$ cat config.mk
export PLATFORM = sky130hd
export DESIGN_NAME = bcd_to_bin_seq
export DESIGN_NICKNAME = d
export VERILOG_FILES = /design/src/rtl/bcd_calc_pkg.sv /design/src/rtl/bcd_nibble_adj.sv /design/src/rtl/bcd_to_bin_seq.sv
export SDC_FILE = /design/constraint.sdc
export NUM_CORES = 1
export LEC_CHECK = 0
export ABC_CLOCK_PERIOD_IN_PS = 4230
export BUFFER_PORTS_ARGS = -buffer_cell sky130_fd_sc_hd__buf_2
export CAP_MARGIN = 0
export CORE_ASPECT_RATIO = 0.7
export CORE_UTILIZATION = 41
export CTS_CLUSTER_SIZE = 16
export DETAILED_ROUTE_END_ITERATION = 8
export RECOVER_POWER = 100
export SETUP_SLACK_MARGIN = 0.5
export SLEW_MARGIN = 40
export SYNTH_ARGS = -nofsm -noshare
export SYNTH_HDL_FRONTEND = slang
export SYNTH_SLANG_ARGS = --single-unit
export TNS_END_PERCENT = 50
$ cat constraint.sdc
create_clock -name clk -period 4.23 [get_ports clk]
set_input_delay 0.423 -clock clk [delete_from_list [all_inputs] [get_ports clk]]
set_output_delay 0.423 -clock clk [all_outputs]
set_load 0.01 [all_outputs]
$ cat src/rtl/bcd_calc_pkg.sv
// Shared constants and state encoding for the calculator operand-entry
// BCD-to-binary converter.
package bcd_calc_pkg;

  // Default accumulator width (iterations) and largest S9-representable magnitude
  localparam int BIN_W_DEF   = 10;
  localparam int MAX_MAG_DEF = 255;

  // Largest legal BCD digit
  localparam logic [3:0] DIGIT_MAX = 4'd9;

  // Reverse double-dabble correction: nibbles >= 8 after a right shift lose 3
  localparam logic [3:0] ADJ_THRESH = 4'd8;
  localparam logic [3:0] ADJ_VAL    = 4'd3;

  typedef enum logic [1:0] {
    IDLE = 2'd0,
    CONV = 2'd1,
    DONE = 2'd2
  } state_t;

endpackage

$ cat src/rtl/bcd_nibble_adj.sv
// One BCD nibble correction step for reverse double-dabble:
// after the right shift, a nibble >= 8 had a "ten" carried in as 8,
// so subtracting 3 turns it back into the correct 5.
module bcd_nibble_adj
  import bcd_calc_pkg::*;
(
  input  logic [3:0] nibble,
  output logic [3:0] adjusted
);

  // Conditional subtract-3
  always_comb begin
    adjusted = nibble;
    if (nibble >= ADJ_THRESH) adjusted = nibble - ADJ_VAL;
  end

endmodule

$ cat src/rtl/bcd_to_bin_seq.sv
// Sequential BCD-to-binary converter: three BCD digits plus a sign are
// converted one bit per clock and presented as an unsigned magnitude and
// a 9-bit sign + two's-complement word matching the adder/subtractor.
module bcd_to_bin_seq
  import bcd_calc_pkg::*;
#(
  parameter int BIN_W   = BIN_W_DEF,
  parameter int MAX_MAG = MAX_MAG_DEF
) (
  input  logic             clk,
  input  logic             rst_n,
  input  logic             start,
  input  logic [3:0]       bcd_hund,
  input  logic [3:0]       bcd_tens,
  input  logic [3:0]       bcd_ones,
  input  logic             negative,
  output logic             busy,
  output logic             done,
  output logic [BIN_W-1:0] bin_mag,
  output logic [8:0]       S9,
  output logic             err_digit,
  output logic             err_range
);

  localparam int CNT_W = $clog2(BIN_W + 1);

  state_t state, state_next;

  logic [11:0]      bcd_reg;
  logic [BIN_W-1:0] acc;
  logic             sign_reg;
  logic [CNT_W-1:0] cnt;

  logic [11:0]      bcd_shift;
  logic [11:0]      bcd_adj;
  logic [BIN_W-1:0] acc_shift;
  logic             digit_bad;
  logic             last_iter;
  logic             accept;

  // Magnitude too large for the 8-bit two's-complement field
  function automatic logic range_over(input logic [BIN_W-1:0] mag);
    return mag > BIN_W'(MAX_MAG);
  endfunction

  // Pack magnitude and sign into S9; out-of-range and negative zero give 0
  function automatic logic [8:0] s9_fmt(input logic [BIN_W-1:0] mag,
                                        input logic neg, input logic over);
    logic signed [7:0] neg_low;
    neg_low = -$signed(mag[7:0]);
    if (over)                  return 9'd0;
    else if (neg && mag != '0) return {1'b1, neg_low};
    else                       return {1'b0, mag[7:0]};
  endfunction

  assign digit_bad = (bcd_hund > DIGIT_MAX) || (bcd_tens > DIGIT_MAX) ||
                     (bcd_ones > DIGIT_MAX);
  assign accept    = (state == IDLE) && start;
  assign last_iter = (cnt == CNT_W'(BIN_W - 1));

  // {bcd_reg, acc} shifted right as one word: BCD LSB enters the acc MSB
  assign bcd_shift = bcd_reg >> 1;
  assign acc_shift = {bcd_reg[0], acc[BIN_W-1:1]};

  bcd_nibble_adj u_adj_ones (.nibble(bcd_shift[3:0]),   .adjusted(bcd_adj[3:0]));
  bcd_nibble_adj u_adj_tens (.nibble(bcd_shift[7:4]),   .adjusted(bcd_adj[7:4]));
  bcd_nibble_adj u_adj_hund (.nibble(bcd_shift[11:8]),  .adjusted(bcd_adj[11:8]));

  // State register
  always_ff @(posedge clk or negedge rst_n) begin
    if (!rst_n) state <= IDLE;
    else        state <= state_next;
  end

  // Next-state logic
  always_comb begin
    state_next = state;
    case (state)
      IDLE:    if (start) state_next = digit_bad ? DONE : CONV;
      CONV:    if (last_iter) state_next = DONE;
      DONE:    state_next = IDLE;
      default: state_next = IDLE;
    endcase
  end

  // FSM outputs: busy covers CONV and the DONE cycle, done is the DONE cycle
  always_comb begin
    busy = (state != IDLE);
    done = (state == DONE);
  end

  // Iteration counter, cleared whenever idle
  always_ff @(posedge clk or negedge rst_n) begin
    if (!rst_n)              cnt <= '0;
    else if (state == CONV)  cnt <= cnt + CNT_W'(1);
    else if (state == IDLE)  cnt <= '0;
  end

  // Conversion datapath: capture on accept, shift-and-adjust while converting
  always_ff @(posedge clk) begin
    if (accept) begin
      bcd_reg  <= {bcd_hund, bcd_tens, bcd_ones};
      acc      <= '0;
      sign_reg <= negative;
    end else if (state == CONV) begin
      bcd_reg  <= bcd_adj;
      acc      <= acc_shift;
    end
  end

  // Result registers, loaded on entry to DONE and held otherwise
  always_ff @(posedge clk or negedge rst_n) begin
    if (!rst_n) begin
      bin_mag   <= '0;
      S9        <= '0;
      err_digit <= 1'b0;
      err_range <= 1'b0;
    end else if (accept && digit_bad) begin
      bin_mag   <= '0;
      S9        <= '0;
      err_digit <= 1'b1;
      err_range <= 1'b0;
    end else if (state == CONV && last_iter) begin
      bin_mag   <= acc_shift;
      S9        <= s9_fmt(acc_shift, sign_reg, range_over(acc_shift));
      err_digit <= 1'b0;
      err_range <= range_over(acc_shift);
    end
  end

endmodule

Yosys cells after proc, flatten, opt, wreduce, memory -nomap -nowiden
Cells that the tools add are included.
- muxes and demuxes: 21
- add/sub/neg operators: 5
- reductions and logical operators: 13
- order comparisons: 7
- equality and inequality tests: 5
- operator list (kind ; number):
    9-bit 2-to-1 mux ; 4
    12-bit 2-to-1 mux ; 2
    10-bit 2-to-1 mux ; 2
    4-bit 2-to-1 mux ; 5
    4-bit > comparator, second input constant ; 3
    10-bit by 8-bit > comparator with 1-bit output, second input constant ; 1
    10-bit nonzero test ; 1
    4-bit greater-or-equal comparator, second input constant ; 2
    8-bit negation ; 1
    2-bit nonzero test ; 4
    4-bit by 2-bit subtractor with 4-bit output, second input constant ; 2
    2-bit 2-to-1 mux ; 3
    4-bit by 1-bit adder with 4-bit output, second input constant ; 1
    4-bit equality test, second input constant ; 1
    3-bit by 4-bit greater-or-equal comparator with 1-bit output, second input constant ; 1
    1-bit logical AND ; 4
    1-bit 2-to-1 mux ; 4
    2-bit != test, second input constant ; 2
    2-bit one-hot mux with 2 select lines ; 1
    3-bit by 2-bit subtractor with 4-bit output, second input constant ; 1
    2-bit by 1-bit equality test with 1-bit output, second input constant ; 1
    2-bit equality test, second input constant ; 1
    2-bit zero test ; 1
    1-bit logical OR ; 2
    2-bit AND reduction ; 1
- flip-flop bits (word level): 50
- output and inout bits: 23

Depth between registers and ports, before layout
- depth after elaboration: 6
- gate-level depth with buffers: 8

Cells and area by module
A second synthesis with hierarchy kept.
- cells, all modules: 262
- area total of the unflattened synthesis: 2447.3 um^2
- by module, submodules not included (module ; sequential area each (um^2) ; times used ; cells each ; area an instance (um^2)):
    bcd_to_bin_seq ; 1246.2 ; 1 ; 229 ; 2218.4
    bcd_nibble_adj ; 0.0 ; 3 ; 11 ; 76.3

Worst setup path after synthesis
No wires, ideal clock.
- path kind: register to register
- from: register state[0]
- to: register bcd_reg[0] (enable)
- arrival: 1.415 ns
- buffers on the path: 2
- period minus slack after synthesis: 1.765 ns
- cell stages (with the launch flop): 5
- setup slack: 2.465 ns
- required time: 3.880 ns
- setup time: 0.350 ns
- path through: dfrtp_1 -> or3b_1 -> buf_6 -> clkbuf_1 -> nand2_1
- cells in the longest elaborated chain, start to end: 3
- elaborated cells on any way between the ends: 4
- those cells by class: eq/ne (1); reduce/logical (3)
- RTL lines (item ; RTL line ; source):
    from (decl) ; bcd_to_bin_seq.sv:27 ; state_t state, state_next;
    from (signal assigned) ; bcd_to_bin_seq.sv:72 ; else state <= state_next;
    2-bit zero test ; bcd_to_bin_seq.sv:58 ; assign accept = (state == IDLE) && start;
    1-bit logical AND ; bcd_to_bin_seq.sv:58 ;
    2-bit nonzero test (no source line) * ; -- ;
    to (signal assigned) ; bcd_to_bin_seq.sv:102 ; bcd_reg <= {bcd_hund, bcd_tens, bcd_ones};
    to (signal assigned) ; bcd_to_bin_seq.sv:106 ; bcd_reg <= bcd_adj;
    to (decl) ; bcd_to_bin_seq.sv:29 ; logic [11:0] bcd_reg;
Mark *: on every way between the ends. The rest lies on a longest branch, timed or not.
A chain may end at the register's enable or synchronous reset.

Final worst setup path
- from: register state[0]
- to: register S9[3]
- cells in the longest elaborated chain, start to end: 4
- elaborated cells on any way between the ends: 7
- those cells by class: eq/ne (1); mux (1); reduce/logical (5)
- RTL lines (item ; RTL line ; source):
    2-bit zero test ; bcd_to_bin_seq.sv:58 ;
    1-bit logical AND ; bcd_to_bin_seq.sv:58 ;
    1-bit logical AND ; bcd_to_bin_seq.sv:118 ; end else if (accept && digit_bad) begin
    9-bit 2-to-1 mux / 2-bit nonzero test (equally long branches) ; -- ;
    to (signal assigned) ; bcd_to_bin_seq.sv:125 ; S9 <= s9_fmt(acc_shift, sign_reg, range_over(acc_shift));
    to (decl) ; bcd_to_bin_seq.sv:20 ; output logic [8:0] S9,
Several ways; a longest one is shown, not always the timed one.

==> impl_metrics.csv <==
group,metric,value,unit
die,initial_utilization,0.434,
routing,totalWireLength,4.75,mm
logic_synthesis,syn_avg_cell_area,9.82,µm²
logic_synthesis,synth_nets,259,
die,rows,22,
sta,worstMarginPinSlew,1.46,ns
clocking,htreeDepth,2,
setup_path,critPathKind,"reg2reg",
sta,hold_slack,0.318,ns
clocking,cts_made_buffers,5,
routing,via_count,1710,
clocking,cts_tree,"done",
logic_synthesis,ys_types,38,
final_layout,diodes,0,
sta,rsz0062_at_grt,"no",
logic_synthesis,synth_area,2320,µm²
pwr,p_comb_frac,0.283,
pwr,seqPwrFrac,0.520,
logic_synthesis,synth-edff-count,13,
pwr,leakage,1.09,nW
sta,relSlewSlack,0.0290,
die,dieArea,5960,µm²
final_layout,layout.nets,293,
setup_path,crit_path_max_incr_delay,0.65,ns
logic_synthesis,ys_seq_elements,49,
placement,dpl.hpwl,3.35,mm
setup_path,critical_path_peak_fanout,14,
routing,wl_per_cell,13.8,µm
sta,layout_min_cycle_time,2.57,ns
job,drv_cap,0,
clocking,clock_sinks,49,
final_layout,drive_gt1_frac,0.0849,
routing,drc,0,
sta,setup_tns,0,ns
pwr,ir_drop,243,µV
routing,drt_iter0_drc,86,
setup_path,required,4.41,ns
die,io_pins,39,
clocking,path_clk_slew,0.10,ns
logic_synthesis,ys_warn_count,0,
routing,viasPerCell,4.99,
clocking,clockRootBuffer,"clkbuf_8",
pwr,power.density,532,nW/µm²
pwr,power_frac_clock,0.197,
sta,max_freq,389,MHz
logic_synthesis,ys_async_sr_fraction,0.551,
clocking,post_cts_buffers,0,
min_path,hold_path.class,"in2reg",
setup_path,critPathSlowestCell,"nor2b_1",
die,die_y,64.9,µm
grt,antenna_found_initial,0,
pwr,p_int,0.886,mW
grt,grt_util_all_layers,0.171,
die,core,5340,µm²
sta,setup_violations,0,
clocking,cts-hold-fix-buffers,0,
sta,final_hold_viol_count,0,
routing,dr.pass1.iters,4,
clocking,post_cts_resized,0,
final_layout,final_cells,343,
clocking,clockBufferDepth,2,
setup_path,worstPathArrival,2.75,ns
final_layout,syn2layout_area_growth,12.0,%
placement,place.gp.congestion,0.866,
die,die_w,91.9,µm
pwr,p_sw_frac,0.358,
clocking,clk_latency,0.30,ns
sta,finalClockSkew,0.0115,ns
setup_path,endpoint_kind,"flip-flop",
grt,grt_max_degree,28,
grt,grt_pass1_vias,1561,
logic_synthesis,synthCells,236,
routing,drtAntennaViolNets,0,
placement,dp.cells,335,
placement,io_buffers,38,
logic_synthesis,yosysSeqAreaShare,0.538,
logic_synthesis,ys.flop_type,"dfrtp_1",
setup_path,cp_cell_sequence,"nor2b_1, and2_0, nor2_1, a211o_1",
pwr,power.switching,0.494,mW
setup_path,crit_family,"simple AND/OR/NAND/NOR gates",
sta,slew_viol_final,0,
final_layout,largest_reg_flops,12,
grt,grt_overflow_total,0,
sta,finalCritPeriodShare,0.607,
setup_path,path_buf_inv,0,
setup_path,critPathLaunchType,"flip-flop",
grt,grt_pass1_wl,7.82,mm
status,status,"complete, no violations",
-- logic make-up after synthesis --
kind of cell               Yosys count  share of synthesized area
and+or+nand+nor                     88                      0.172
AOI/OAI and AO/OA                   59                      0.171
muxes                                3                     0.0130
adders and majority gates            7                     0.0378
buffers and inverters               23                     0.0432
xor gates and xnor gates             7                     0.0264
DFF                                 49                      0.538
-- layout make-up --
cell class,count,area [µm²]
Timing Repair Buffer,38,160
Sequential cell,49,1250
Multi-Input combinational cell,164,970
Clock buffer,5,68.8
Fill cell,535,2740
Inverter,12,45.0
Clock inverter,3,16.3
Tap cell,72,90.1
-- path summary, 6_finish.rpt --
check                      startpoint    endpoint  slack [ns]  depth (start not counted)
max reg2reg                  state[0]       S9[3]        1.66                          4
min reg2reg                 err_digit   err_digit        0.49                          1
max in group asynchronous       rst_n       S9[3]        2.92                          1
min in group asynchronous       rst_n  bin_mag[8]        0.45                          1
max                          state[0]       S9[3]        1.66                          4
min                          negative    sign_reg        0.32                          1
-- synth_stat cells (all sizes together) (4+ instances only) --
cell type,n,area share
nand2,51,0.083
dfrtp,27,0.29
clkbuf,5,0.0081
a22o,5,0.019
o2bb2ai,6,0.023
buf,6,0.016
ha,7,0.038
a21oi,27,0.058
nand3,4,0.0086
o21ai,7,0.015
nor2,14,0.024
nor2b,6,0.016
dfxtp,9,0.078
xnor2,7,0.026
inv,11,0.018
edfxtp,13,0.17
-- metal layers --
| metal | global-route usage | share of wire |
|---|---|---|
| met1 | 0.272 | 0.56 |
| met2 | 0.229 | 0.40 |
| met3 | 0.0399 | 0.036 |
| met4 | 0.0410 | 0.0053 |
| met5 | 0 | 0 |
-- placed cells by master (no fill, tap or decap), types with 3 or more instances in the layout --
| cell | count |
|---|---|
| a21o_1 | 3 |
| a21oi_1 | 27 |
| a22o_1 | 5 |
| buf_2 | 14 |
| clkbuf_1 | 24 |
| clkbuf_8 | 5 |
| clkinv_1 | 3 |
| dfrtp_1 | 27 |
| dfxtp_1 | 9 |
| edfxtp_1 | 13 |
| ha_1 | 7 |
| inv_1 | 11 |
| mux2i_1 | 3 |
| nand2_1 | 51 |
| nand3_1 | 4 |
| nor2_1 | 14 |
| nor2b_1 | 6 |
| o21ai_0 | 7 |
| o2bb2ai_1 | 6 |
| xnor2_1 | 7 |
-- through the flow --
step	worst slack, ns	util	area [µm²]	total power [mW]
after floorplan	2.47	-	2320	1.02
after global placement	1.96	0.476	2540	1.12
after detailed placement	1.91	0.476	2540	1.12
after CTS	1.91	0.492	2630	1.39
after global routing	1.43	0.486	2600	1.48
final	1.66	0.486	2600	1.38
-- power groups by stage --
stage | logic (mW) | registers [mW] | clock network (mW)
floorplan | 0.331 | 0.690 | 0
global placement | 0.393 | 0.726 | 0
detailed placement | 0.393 | 0.727 | 0
CTS | 0.395 | 0.717 | 0.276
global route | 0.447 | 0.734 | 0.299
finish | 0.391 | 0.718 | 0.272
No activity file was read; power rests on OpenSTA's default activity.
